File: src/rtl/riscv_pkg.sv
// riscv_pkg: shared constants and types for the issue-side hazard logic.
//   RV_WB_LAT     - cycles from issue until the RF write is visible to an EX1 read
//   RV_FLUSH_KILL - how many of the youngest issue slots a redirect squashes
//   iss_state_e   - issue scoreboard FSM (RUN / FLUSH)
package riscv_pkg;

  localparam int RV_WB_LAT     = 7;
  localparam int RV_FLUSH_KILL = 2;

  typedef enum logic [0:0] {
    ISS_RUN   = 1'b0,
    ISS_FLUSH = 1'b1
  } iss_state_e;

endpackage

File: src/rtl/riscv_issue_scoreboard_if.sv
// riscv_issue_scoreboard_if: ID <-> issue scoreboard signal bundle.
//   master : ID stage / pipeline control (drives instruction fields, hold, flush)
//   slave  : scoreboard (returns issue_ready/issue_fire, busy_vec, stall_cycles)
interface riscv_issue_scoreboard_if #(
  parameter int NUM_REGS = 32
) ();

  logic                id_valid;
  logic [4:0]          id_rs1_addr;
  logic                id_rs1_used;
  logic [4:0]          id_rs2_addr;
  logic                id_rs2_used;
  logic [4:0]          id_rd_addr;
  logic                id_rd_wen;
  logic                pipe_hold;
  logic                flush;
  logic                issue_ready;
  logic                issue_fire;
  logic [NUM_REGS-1:0] busy_vec;
  logic [31:0]         stall_cycles;

  modport master (
    output id_valid, id_rs1_addr, id_rs1_used, id_rs2_addr, id_rs2_used,
           id_rd_addr, id_rd_wen, pipe_hold, flush,
    input  issue_ready, issue_fire, busy_vec, stall_cycles
  );

  modport slave (
    input  id_valid, id_rs1_addr, id_rs1_used, id_rs2_addr, id_rs2_used,
           id_rd_addr, id_rd_wen, pipe_hold, flush,
    output issue_ready, issue_fire, busy_vec, stall_cycles
  );

endinterface

File: src/rtl/riscv_sb_entry.sv
// riscv_sb_entry: one countdown counter of the issue scoreboard.
//   clk, rst_n : clock, async active-low reset
//   kill_i     : redirect; clears the counter if it is above KILL_THR
//   hold_i     : downstream freeze; counter holds
//   load_i     : producer issued to this register; counter := LOAD_VAL
//   dec_en_i   : allow the normal per-cycle decrement
//   cnt_o      : current count (0 = value readable from the RF)
module riscv_sb_entry #(
  parameter int               CNT_W    = 3,
  parameter logic [CNT_W-1:0] LOAD_VAL = '1,
  parameter logic [CNT_W-1:0] KILL_THR = '0
) (
  input  logic             clk,
  input  logic             rst_n,
  input  logic             kill_i,
  input  logic             hold_i,
  input  logic             load_i,
  input  logic             dec_en_i,
  output logic [CNT_W-1:0] cnt_o
);

  logic [CNT_W-1:0] cnt_q, cnt_d;

  // Kill wins over hold so a redirect during a freeze still squashes young
  // producers; surviving entries then honour the hold.
  always_comb begin
    cnt_d = cnt_q;
    if (kill_i && (cnt_q > KILL_THR))  cnt_d = '0;
    else if (hold_i)                   cnt_d = cnt_q;
    else if (load_i)                   cnt_d = LOAD_VAL;
    else if (dec_en_i && cnt_q != '0)  cnt_d = cnt_q - 1'b1;
  end

  always_ff @(posedge clk or negedge rst_n) begin
    if (!rst_n) cnt_q <= '0;
    else        cnt_q <= cnt_d;
  end

  assign cnt_o = cnt_q;

endmodule

File: src/rtl/riscv_issue_scoreboard.sv
// riscv_issue_scoreboard: ID->EX1 issue gate with per-register countdown
// tracking of in-flight destinations. Stalls ID on RAW hazards, freezes on
// pipe_hold, squashes the youngest producers on a branch-redirect flush.
//   clk, rst_n : clock, async active-low reset
//   sb (slave) : id_* instruction fields, pipe_hold, flush in;
//                issue_ready/issue_fire (combinational), busy_vec,
//                stall_cycles (saturating) out
module riscv_issue_scoreboard
  import riscv_pkg::*;
#(
  parameter int NUM_REGS   = 32,
  parameter int WB_LAT     = RV_WB_LAT,
  parameter int FWD_READY  = 0,
  parameter int FLUSH_KILL = RV_FLUSH_KILL,
  parameter int CNT_W      = $clog2(WB_LAT+1)
) (
  input logic                     clk,
  input logic                     rst_n,
  riscv_issue_scoreboard_if.slave sb
);

  localparam logic [CNT_W-1:0] LOAD_VAL = CNT_W'(WB_LAT);
  localparam logic [CNT_W-1:0] KILL_THR = CNT_W'(WB_LAT - FLUSH_KILL);
  localparam logic [CNT_W-1:0] FWD_THR  = CNT_W'(FWD_READY);

  iss_state_e                     state_q, state_d;
  logic [NUM_REGS-1:0][CNT_W-1:0] cnt;
  logic [NUM_REGS-1:0]            busy;
  logic                           rs1_ok, rs2_ok, ready, fire, ld_en, stall_inc;
  logic [31:0]                    stall_q, stall_d;

  // x0 is never tracked.
  assign cnt[0] = '0;

  for (genvar i = 1; i < NUM_REGS; i++) begin : g_ent
    riscv_sb_entry #(
      .CNT_W    (CNT_W),
      .LOAD_VAL (LOAD_VAL),
      .KILL_THR (KILL_THR)
    ) u_ent (
      .clk      (clk),
      .rst_n    (rst_n),
      .kill_i   (sb.flush),
      .hold_i   (sb.pipe_hold),
      .load_i   (ld_en && (sb.id_rd_addr == 5'(i))),
      .dec_en_i (1'b1),
      .cnt_o    (cnt[i])
    );
  end

  always_comb begin
    busy = '0;
    for (int k = 0; k < NUM_REGS; k++) busy[k] = (cnt[k] != '0);
  end

  // Critical path: rs index -> cnt mux -> compare -> issue_ready.
  assign rs1_ok = !sb.id_rs1_used || (sb.id_rs1_addr == 5'd0) ||
                  (cnt[sb.id_rs1_addr] <= FWD_THR);
  assign rs2_ok = !sb.id_rs2_used || (sb.id_rs2_addr == 5'd0) ||
                  (cnt[sb.id_rs2_addr] <= FWD_THR);

  assign ready = (state_q == ISS_RUN) && !sb.flush && !sb.pipe_hold && rs1_ok && rs2_ok;
  assign fire  = sb.id_valid && ready;
  // fire is already 0 under flush, so a flushed instruction never loads.
  assign ld_en = fire && sb.id_rd_wen && (sb.id_rd_addr != 5'd0);

  // FLUSH lasts exactly one cycle, giving the redirect two dead issue slots.
  always_comb begin
    state_d = ISS_RUN;
    if (state_q == ISS_RUN && sb.flush) state_d = ISS_FLUSH;
  end

  assign stall_inc = sb.id_valid && (state_q == ISS_RUN) && !sb.flush &&
                     !sb.pipe_hold && !ready;
  assign stall_d   = (stall_inc && stall_q != 32'hFFFF_FFFF) ? stall_q + 32'd1 : stall_q;

  always_ff @(posedge clk or negedge rst_n) begin
    if (!rst_n) begin
      state_q <= ISS_RUN;
      stall_q <= '0;
    end else begin
      state_q <= state_d;
      stall_q <= stall_d;
    end
  end

  assign sb.issue_ready  = ready;
  assign sb.issue_fire   = fire;
  assign sb.busy_vec     = busy;
  assign sb.stall_cycles = stall_q;

endmodule

File: src/flat_wrapper.sv
// flat-port wrapper written by rule: the top's interface ports become plain ports
module riscv_issue_scoreboard_flat import riscv_pkg::*;
#(
  parameter int NUM_REGS   = 32,
  parameter int WB_LAT     = RV_WB_LAT,
  parameter int FWD_READY  = 0,
  parameter int FLUSH_KILL = RV_FLUSH_KILL,
  parameter int CNT_W      = $clog2(WB_LAT+1)
)
  (clk, rst_n, sb_id_valid, sb_id_rs1_addr, sb_id_rs1_used, sb_id_rs2_addr, sb_id_rs2_used, sb_id_rd_addr, sb_id_rd_wen, sb_pipe_hold, sb_flush, sb_issue_ready, sb_issue_fire, sb_busy_vec, sb_stall_cycles);
  riscv_issue_scoreboard_if #(.NUM_REGS(NUM_REGS)) sb_i ();
  input logic clk;
  input logic rst_n;
  input wire logic [$bits(sb_i.id_valid)-1:0] sb_id_valid;
  input wire logic [$bits(sb_i.id_rs1_addr)-1:0] sb_id_rs1_addr;
  input wire logic [$bits(sb_i.id_rs1_used)-1:0] sb_id_rs1_used;
  input wire logic [$bits(sb_i.id_rs2_addr)-1:0] sb_id_rs2_addr;
  input wire logic [$bits(sb_i.id_rs2_used)-1:0] sb_id_rs2_used;
  input wire logic [$bits(sb_i.id_rd_addr)-1:0] sb_id_rd_addr;
  input wire logic [$bits(sb_i.id_rd_wen)-1:0] sb_id_rd_wen;
  input wire logic [$bits(sb_i.pipe_hold)-1:0] sb_pipe_hold;
  input wire logic [$bits(sb_i.flush)-1:0] sb_flush;
  output wire logic [$bits(sb_i.issue_ready)-1:0] sb_issue_ready;
  output wire logic [$bits(sb_i.issue_fire)-1:0] sb_issue_fire;
  output wire logic [$bits(sb_i.busy_vec)-1:0] sb_busy_vec;
  output wire logic [$bits(sb_i.stall_cycles)-1:0] sb_stall_cycles;
  assign sb_i.id_valid = sb_id_valid;
  assign sb_i.id_rs1_addr = sb_id_rs1_addr;
  assign sb_i.id_rs1_used = sb_id_rs1_used;
  assign sb_i.id_rs2_addr = sb_id_rs2_addr;
  assign sb_i.id_rs2_used = sb_id_rs2_used;
  assign sb_i.id_rd_addr = sb_id_rd_addr;
  assign sb_i.id_rd_wen = sb_id_rd_wen;
  assign sb_i.pipe_hold = sb_pipe_hold;
  assign sb_i.flush = sb_flush;
  assign sb_issue_ready = sb_i.issue_ready;
  assign sb_issue_fire = sb_i.issue_fire;
  assign sb_busy_vec = sb_i.busy_vec;
  assign sb_stall_cycles = sb_i.stall_cycles;
  riscv_issue_scoreboard #(.NUM_REGS(NUM_REGS), .WB_LAT(WB_LAT), .FWD_READY(FWD_READY), .FLUSH_KILL(FLUSH_KILL), .CNT_W(CNT_W)) u_core (.clk(clk), .rst_n(rst_n), .sb(sb_i));
endmodule
File: config.mk
export PLATFORM = sky130hd
export DESIGN_NAME = riscv_issue_scoreboard_flat
export DESIGN_NICKNAME = d
export VERILOG_FILES = /design/src/rtl/riscv_pkg.sv /design/src/rtl/riscv_issue_scoreboard_if.sv /design/src/rtl/riscv_sb_entry.sv /design/src/rtl/riscv_issue_scoreboard.sv /design/src/flat_wrapper.sv
export SDC_FILE = /design/constraint.sdc
export NUM_CORES = 1
export LEC_CHECK = 0
export CAP_MARGIN = 20
export CORE_MARGIN = 2
export CORE_UTILIZATION = 45
export DETAILED_ROUTE_END_ITERATION = 8
export PLACE_DENSITY = 0.65
export SLEW_MARGIN = 20
export SYNTH_ARGS = -nofsm -noshare
export SYNTH_HDL_FRONTEND = slang
export SYNTH_SLANG_ARGS = --single-unit
export TNS_END_PERCENT = 10
File: constraint.sdc
create_clock -name clk -period 3.22 [get_ports clk]
set_input_delay 0.322 -clock clk [delete_from_list [all_inputs] [get_ports clk]]
set_output_delay 0.322 -clock clk [all_outputs]
set_load 0.005 [all_outputs]
==> results of run 1 <==
==> worst min-delay path by stage <==
stage,start,end,cells past startpoint
finish,rst_n,u_core.g_ent[28].u_ent.cnt_o[1]$_DFFE_PN0P_,1
global route,rst_n,u_core.g_ent[28].u_ent.cnt_o[1]$_DFFE_PN0P_,1
CTS,rst_n,u_core.g_ent[28].u_ent.cnt_o[1]$_DFFE_PN0P_,1
detailed placement,u_core.state_q$_DFF_PN0_,u_core.state_q$_DFF_PN0_,1
global placement,u_core.state_q$_DFF_PN0_,u_core.state_q$_DFF_PN0_,1
floorplan,rst_n,u_core.g_ent[10].u_ent.cnt_o[0]$_DFFE_PN0P_,0
==> routing by layer <==
layer	vias up	wire length, um	track usage
met3	32	1400	0.0413
met5	-	0	0
met4	0	376	0.0629
met1	4349	12200	0.339
met2	262	12700	0.401
li1	4322	-	-
==> cell families after synthesis <==
logic type	Yosys count
AO/OA/AOI/OAI	290
multiplexers	14
XOR/XNOR	34
buffers and inverters	166
flip-flops	126
AND/OR/NAND/NOR	388
other	1
adder cells (fa/ha/maj)	93
==> through the flow <==
stage / setup TNS [ns] / power [mW] / util / hold WS (ns) / worst slack (ns)
3_3_place_gp: -0.939 / 7.17 / 0.534 / 0.418 / -0.122
6_report: 0 / 9.41 / 0.567 / -0.0113 / 0.115
2_1_floorplan: 0 / 5.64 / - / 0.0264 / 0.434
3_5_place_dp: -3.30 / 7.28 / 0.534 / 0.422 / -0.187
5_1_grt: 0 / 10.2 / 0.567 / 0.0429 / 0.00214
4_1_cts: 0 / 9.41 / 0.566 / 0.00888 / 0.120
==> state kept, by name, summed over array words and instances (netlist names) <==
| register | count |
|---|---|
| u_core.sb.stall_cycles | 32 |
| u_core.g_ent.u_ent.cnt_o | 93 |
| u_core.state_q | 1 |
==> repair_timing <==
action / 4_1_cts / 5_1_grt
gates resized for setup: 12 / 5
setup buffers: 2 / 0
pin swaps: 2 / 0
setup endpoints to repair: 2 / 2
==> cell type report <==
type                            count  area share
Sequential cell                   126       0.267
Multi-Input combinational cell    820       0.486
Clock buffer                       17      0.0360
Inverter                          115      0.0365
Timing Repair Buffer              167       0.129
Tap cell                          275      0.0291
Clock inverter                     15      0.0163
==> power breakdown <==
group	switching (mW)	internal, mW
sequential	0.707	2.19
combinational	2.39	2.10
clock	0.896	1.13
==> worst max-delay path, cell delays in order, from the launching register on <==
cell	delay [ns]
dfrtp_1	0.40
nor3_1	0.17
buf_4	0.17
mux2i_1	0.06
mux4_2	0.48
and4_4	0.21
o32ai_2	0.28
buf_4	0.19
and3_1	0.16
dlygate4sd2_1	0.24
==> cell usage in the layout (no fill, tap or decap), types with 8 or more instances in the layout <==
cell type,n
a31oi_1,9
nor3_1,66
nand2_1,59
o211ai_1,17
xor2_1,10
a21oi_1,45
clkbuf_16,17
ha_1,93
o211a_1,10
dfrtp_1,125
nand3_1,63
xnor2_1,24
clkdlybuf4s50_1,83
nand4_1,23
a221oi_1,10
o22ai_1,11
nor2_1,65
o2111ai_1,13
and3_1,18
nand2b_1,26
o21ai_0,82
nor4_1,13
buf_4,75
a211oi_1,32
inv_1,113
a2111oi_0,11
or3_1,8
==> metrics.yaml, run 1 <==
yosys:
  synth_top_area_cell: "dfrtp_1"
  synth_edf_count: 0
  synth_mux_area_frac: 0.0240
  synth_nets: 1228
  ys_seq_area_frac: 0.333
  syn_area_um2: 9480
  ys_seq_elements: 126
  ys_warn_count: 0
  synthTopCellsByArea: "dfrtp_1, ha_1, inv_1"
  synth_top_family_by_area: "simple AND/OR/NAND/NOR gates"
  synth_compound_area_frac: 0.206
  synth-async-reset-ratio: 1.00
  syn_inst: 1112
  synth-simple-area-share: 0.213
  yosysMostFrequentCell: "dfrtp_1"
  synth_top_area_share: 0.333
  synth_common_cells: "dfrtp_1, inv_1, ha_1"
  synthAdderAreaFrac: 0.123
  ys.flop_type: "dfrtp_1"
  synth-xor-area-share: 0.0314
  syn_area_per_cell_um2: 8.52
  synth_cell_types: 70
timing:
  period_share: 0.964
  hold_slack_ns: -0.0113
  fmax_mhz: 322
  tightest_slew_ns: 0.825
  drv_slew: 0
  fin_crit_ns: 3.11
  rsz0062_at_grt: "false"
  skew_ns: 0.0170
  setup_viol: 0
  finalHoldViolations: 3
  slew_headroom: 0.450
layout:
  multi_input_area_um2: 5740
  stdcell_area_um2: 11800
  finalNonFillerCells: 1535
  diodes: 0
  syn_to_final_growth_pct: 24.6
  final_nets: 1363
  drive_gt1_frac: 0.121
  n_fill_cell: 1881
  regArea_um2: 3150
detailed_routing:
  vias: 8965
  dr.pass1.iters: 5
  viasPerCell: 5.84
  wl_per_cell_um: 17.4
  ant_nets: 0
  drt_iter0_markers: 721
  routed_wl_um: 26700
  route.detailed.drc: 0
run_status:
  outcome: "finished with violations"
  failed_checks: "hold timing"
die:
  boundaryPins: 89
  start_util: 0.455
  die_area_um2: 22200
  fp.dieW_um: 149
  core_um2: 20800
  die_h_um: 149
  num_rows: 53
critical_path:
  r2r_cells: 11
  crit_end: "sb_issue_ready"
  critPathLaunch: "u_core.g_ent[27].u_ent.cnt_o[1]$_DFFE_PN0P_"
  arrival_ns: 2.78
  timing.rr.start: "u_core.g_ent[27].u_ent.cnt_o[1]$_DFFE_PN0P_"
  crit_required_ns: 2.90
  start_kind: "flip-flop"
  worstPathMaxFanout: 4
  endpoint_kind: "output pin"
  path_class: "reg2out"
  r2r_end: "u_core.g_ent[7].u_ent.cnt_o[1]$_DFFE_PN0P_"
  ff2ff_setup_slack_ns: 0.13
grt:
  grt_pass1_vias: 8400
  grt_util_all_layers: 0.245
  grt_pass1_wl_um: 43300
  grt_remaining_overflow: 0
  antenna_found_initial: 0
  grt_start_max_net_pins: 58
clock_tree:
  cts_hold_buffers: 0
  clockBufferDepth: 2
  clkLatencyLatePin_ns: 0.43
  cts.clk_slew.worst_paths_ns: 0.07
  clock-root-buffer: "clkbuf_16"
  htree_num_levels: 4
  cts_buffers: 17
  clock-sinks: 126
  cts_tree: "built"
worst_hold_path:
  hold_class: "in2async"
placed_design:
  place_inst: 1501
  dp_hpwl_um: 19300
  placed_area_um2: 11100
  routabilityCongestion: 0.950
  port-buffer-count: 87
job:
  drv_cap: 0
power_and_ir_drop:
  p_leak_nw: 5.22
  peakVddDrop_uv: 422
  pwr_density_cell_nw_per_um2: 797
No activity file was read; power rests on OpenSTA's default activity.
==> run 2, diff against run 1 <==
PLACE_DENSITY = 0.66   (was 0.65)
SKIP_CTS_REPAIR_TIMING = 1   (was unset)
SYNTH_HIERARCHICAL = 1   (was unset)
==> metrics.yaml, run 2 <==
run_status:
  outcome: "finished with violations"
  failed_checks: "hold timing, capacitance limit, slew limit, setup timing"
grt:
  grt_start_max_net_pins: 65
  grt_pass1_vias: 7562
  grt_remaining_overflow: 0
  antenna_found_initial: 0
  grt_pass1_wl_um: 37300
  grt_util_all_layers: 0.235
yosys:
  synth_top_area_cell: "dfrtp_1"
  syn_area_per_cell_um2: 10.1
  synth-async-reset-ratio: 1.00
  synth_edf_count: 0
  yosysMostFrequentCell: "dfrtp_1"
  ys_seq_elements: 126
  ys_seq_area_frac: 0.367
  synth_top_area_share: 0.367
  synthTopCellsByArea: "dfrtp_1, ha_1, a221oi_1"
  ys_warn_count: 6
  synth_common_cells: "dfrtp_1, inv_1, ha_1"
  synth_cell_types: 58
  syn_inst: 853
  syn_area_um2: 8590
  ys.flop_type: "dfrtp_1"
timing:
  tightest_slew_ns: 1.60
  fin_crit_ns: 3.44
  period_share: 1.07
  drv_slew: 5
  skew_ns: 0.00994
  finalHoldViolations: 47
  rsz0062_at_grt: "true"
  setup_viol: 91
  slew_headroom: -0.0758
  totalNegativeSetupSlack_ns: -8.85
  fmax_mhz: 291
  hold_slack_ns: -0.0426
  fin_ws_ns: -0.216
critical_path:
  endpoint_kind: "flip-flop"
  worstPathCellList: "or3_1 -> mux4_2 -> or3_1 -> nor4b_4 -> a21boi_4 -> nor2_8 -> nand2_8 -> buf_6 -> buf_4 -> nor3_1 -> buf_4 -> o21bai_2 -> a221oi_2"
  start_kind: "flip-flop"
  slowest_delay_ns: 0.51
  critPathTopFamily: "simple AND/OR/NAND/NOR gates"
  crit_required_ns: 3.55
  arrival_ns: 3.77
  path_class: "reg2reg"
  cp_num_buf_inv: 3
  worstPathMaxFanout: 7
  cp_slowest_cell: "mux4_2"
layout:
  largest_reg_flops: 93
  stdcell_area_um2: 12400
  finalNonFillerCells: 1399
  diodes: 0
  layout_commonest_cell: "buf_4"
  final_nets: 1240
  layout_common_cells: "buf_4, dfrtp_1, inv_1"
  final_util: 0.661
  syn_to_final_growth_pct: 44.0
  drive_gt1_frac: 0.318
clock_tree:
  cts.clk_slew.worst_paths_ns: 0.06
  clock-sinks: 126
  clkLatencyLatePin_ns: 0.43
  htree_num_levels: 4
  clockBufferDepth: 2
  cts_tree: "built"
  cts_buffers: 17
  clock-root-buffer: "clkbuf_16"
die:
  boundaryPins: 89
  die_area_um2: 20200
  die_h_um: 142
  num_rows: 50
  start_util: 0.459
  fp.dieW_um: 142
  core_um2: 18700
placed_design:
  place_inst: 1359
  dp_slack_ns: -0.662
  dp_hpwl_um: 17100
  placed_area_um2: 11000
  routabilityCongestion: 0.887
  port-buffer-count: 87
worst_hold_path:
  hold_class: "in2async"
detailed_routing:
  route.detailed.drc: 0
  ant_nets: 0
  viasPerCell: 5.63
  wl_per_cell_um: 17.2
  routed_wl_um: 24000
  vias: 7882
  drt_iter0_markers: 455
  dr.pass1.iters: 5
power_and_ir_drop:
  power.total_mw: 9.53
  p_leak_nw: 5.96
  peakVddDrop_uv: 436
  pwr_density_cell_nw_per_um2: 771
job:
  drv_cap: 1
run 2: cell count changes after synthesis, sizes merged, moves of 28 or more:
| cell | delta |
|---|---|
| a21o | +28 |
| a221oi | +49 |
| ha | -29 |
| nand2 | -40 |
| nand3 | -47 |
| nor2 | -43 |
| nor2b | +30 |
| nor3 | -31 |
| nor4b | +32 |
| o21ai | -82 |
| o21bai | +31 |
run 2: per-layer routing:
layer	wire, um	vias up	GRT usage
met5	0	-	0
met2	11800	215	0.391
met4	722	0	0.0953
met1	10400	3857	0.307
li1	-	3756	-
met3	1090	54	0.0380
run 2: cells by family (layout without fill, tap and decap cells):
logic type / Yosys count / count (layout) / share of synthesized area
flip-flops: 126 / 126 / 0.367
buffers and inverters: 128 / 376 / 0.0601
adder cells (fa/ha/maj): 64 / 64 / 0.0932
XOR/XNOR: 30 / 30 / 0.0306
AND/OR/NAND/NOR: 298 / 300 / 0.244
multiplexers: 17 / 17 / 0.0363
other: 2 / 64 / 0.000874
AO/OA/AOI/OAI: 188 / 188 / 0.168
run 2: worst register-to-register path, stage by stage, from the launching register on:
cell and delay [ns]:
dfrtp_1 0.37, or3_1 0.41, mux4_2 0.51, or3_1 0.38, nor4b_4 0.14, a21boi_4 0.17
nor2_8 0.17, nand2_8 0.10, buf_6 0.21, buf_4 0.13, nor3_1 0.22, buf_4 0.18
o21bai_2 0.11, a221oi_2 0.26
run 2: power by group:
part | leakage, nW | total, mW | internal, mW | switching (mW)
clock | 0.274 | 1.86 | 1.17 | 0.687
sequential | 1.53 | 2.70 | 2.23 | 0.470
combinational | 4.15 | 4.98 | 2.59 | 2.39
run 2: final cells by class:
type	count	area, um2
multi-input combinational	663	5880
fill	1470	6330
clock inverter	7	87.6
clock buffer	24	472
sequential	126	3150
tap	234	293
timing repair buffer	238	2080
inverter	107	402
run 2: worst paths after layout:
kind	startpoint	endpoint	slack, ns	cells after the start
min in group clk	u_core/state_q$_DFF_PN0_	u_core/state_q$_DFF_PN0_	0.43	1
min reg2reg	u_core/state_q$_DFF_PN0_	u_core/state_q$_DFF_PN0_	0.43	1
min	rst_n	u_core/sb.stall_cycles[12]$_DFFE_PN0P_	-0.04	1
max reg2reg	u_core/g_ent[26].u_ent/cnt_o[0]$_DFFE_PN0P_	u_core/g_ent[16].u_ent/cnt_o[1]$_DFFE_PN0P_	-0.22	13
max	u_core/g_ent[26].u_ent/cnt_o[0]$_DFFE_PN0P_	u_core/g_ent[16].u_ent/cnt_o[1]$_DFFE_PN0P_	-0.22	13
max in group asynchronous	rst_n	u_core/sb.stall_cycles[0]$_DFFE_PN0P_	2.55	2
==> run 3, diff against run 2 <==
CORE_UTILIZATION = 55   (was 45)
CTS_BUF_LIST = sky130_fd_sc_hd__clkbuf_16   (was unset)
PLACE_DENSITY = unset   (was 0.66)
PLACE_DENSITY_LB_ADDON = 0.25   (was unset)
==> metrics.yaml, run 3 (synthesis results as in run 2) <==
timing:
  fin_ws_ns: -0.446
  hold_slack_ns: 0.424
  rsz0062_at_grt: "true"
  fmax_mhz: 273
  totalNegativeSetupSlack_ns: -21.44
  period_share: 1.14
  skew_ns: 0.0138
  finalHoldViolations: 0
  slew_headroom: 0.118
  setup_viol: 95
  drv_slew: 0
  tightest_slew_ns: 1.32
  fin_crit_ns: 3.67
critical_path:
  cp_slowest_cell: "clkdlybuf4s50_1"
  crit_required_ns: 3.51
  start_kind: "primary input"
  critPathTopFamily: "simple AND/OR/NAND/NOR gates"
  path_class: "in2reg"
  worstPathCellList: "clkdlybuf4s50_1 -> clkinvlp_4 -> mux4_2 -> nor3_1 -> nor4b_4 -> a21boi_4 -> nor2_8 -> buf_4 -> nand2_8 -> nor4_4 -> buf_4 -> nor4b_2 -> a21o_1 -> a21oi_1"
  worstPathMaxFanout: 12
  cpMostUsedCell: "buf_4"
  slowest_delay_ns: 0.61
  endpoint_kind: "flip-flop"
  cp_num_buf_inv: 4
  arrival_ns: 3.95
layout:
  regArea_um2: 3150
  largest_reg_flops: 93
  diodes: 0
  layout_common_cells: "dfrtp_1, buf_4, inv_1"
  n_fill_cell: 808
  final_util: 0.821
  syn_to_final_growth_pct: 45.8
  drive_gt1_frac: 0.325
  final_nets: 1229
  finalNonFillerCells: 1363
  multi_input_area_um2: 6140
  layout_commonest_cell: "dfrtp_1"
power_and_ir_drop:
  peakVddDrop_uv: 502
  p_leak_nw: 5.99
  pwr_density_cell_nw_per_um2: 799
grt:
  grt_util_all_layers: 0.288
  grt_remaining_overflow: 0
  antenna_found_initial: 1
  grt_pass1_wl_um: 37800
  grt_pass1_vias: 7835
  grt_start_max_net_pins: 65
detailed_routing:
  viasPerCell: 6.29
  drt_iter0_markers: 674
  vias: 8569
  dr.pass1.iters: 6
  ant_nets: 0
  route.detailed.drc: 0
  wl_per_cell_um: 21.0
  routed_wl_um: 28700
placed_design:
  dp_hpwl_um: 16700
  port-buffer-count: 87
  place_inst: 1321
  routabilityCongestion: 0.886
clock_tree:
  clock-root-buffer: "clkbuf_16"
  cts_buffers: 17
  clock-sinks: 126
  htree_num_levels: 4
  clockBufferDepth: 2
  clkLatencyLatePin_ns: 0.43
  cts_tree: "built"
  cts.clk_slew.worst_paths_ns: 0.06
run_status:
  failed_checks: "setup timing"
  outcome: "finished with violations"
job:
  drv_cap: 0
die:
  fp.dieW_um: 129
  num_rows: 45
  start_util: 0.563
  die_area_um2: 16600
  core_um2: 15300
  boundaryPins: 89
  die_h_um: 129
worst_hold_path:
  hold_class: "reg2reg"
-- run 3: cell type report --
cell class                 count  area share
sequential                   126       0.252
multi-input combinational    663       0.490
inverter                     107      0.0324
timing repair buffer         227       0.160
clock buffer                  17      0.0340
clock inverter                12      0.0105
tap                          211      0.0211
-- run 3: metrics by stage --
| step | area, um2 | total power [mW] | setup WS [ns] |
|---|---|---|---|
| after floorplan | 8830 | 5.13 | 0.109 |
| after global placement | 10800 | 6.69 | -0.492 |
| after detailed placement | 10800 | 6.92 | -0.591 |
| after CTS | 11400 | 8.87 | -0.599 |
| after global routing | 12500 | 10.6 | -0.442 |
| final | 12500 | 10.0 | -0.446 |
-- run 3: metal layers --
layer,track usage,vias up,part of all wire,wire length (um)
li1,-,3733,-,-
met4,0.114,4,0.046,1330
met2,0.490,489,0.49,14200
met5,0,-,0.0012,33
met3,0.0595,149,0.075,2140
met1,0.362,4194,0.38,11000
-- run 3: worst paths after layout --
check	slack [ns]	start	cells past startpoint	to
worst max register to register	-0.42	u_core/g_ent[22].u_ent/cnt_o[0]$_DFFE_PN0P_	13	u_core/g_ent[14].u_ent/cnt_o[0]$_DFFE_PN0P_
min in group asynchronous	0.44	rst_n	2	u_core/g_ent[16].u_ent/cnt_o[2]$_DFFE_PN0P_
max in group asynchronous	2.11	rst_n	3	u_core/g_ent[4].u_ent/cnt_o[2]$_DFFE_PN0P_
worst min-delay path	0.42	u_core/state_q$_DFF_PN0_	1	u_core/state_q$_DFF_PN0_
worst min register to register	0.42	u_core/state_q$_DFF_PN0_	1	u_core/state_q$_DFF_PN0_
worst max-delay path	-0.45	sb_id_rs1_addr[1]	14	u_core/g_ent[14].u_ent/cnt_o[0]$_DFFE_PN0P_
-- run 3: worst reg2reg max path, delay by kind of cell (launching register included) --
family / cells / cell delay [ns]
mux: 1 / 0.52
compound gates: 3 / 0.65
simple gates: 7 / 1.64
buf+inv: 2 / 0.32
flops: 1 / 0.41
-- run 3: report_power, final --
| group | internal, mW | switching [mW] | leakage [nW] |
|---|---|---|---|
| sequential | 2.23 | 0.538 | 1.53 |
| combinational | 2.65 | 2.70 | 4.18 |
| clock | 1.18 | 0.716 | 0.279 |
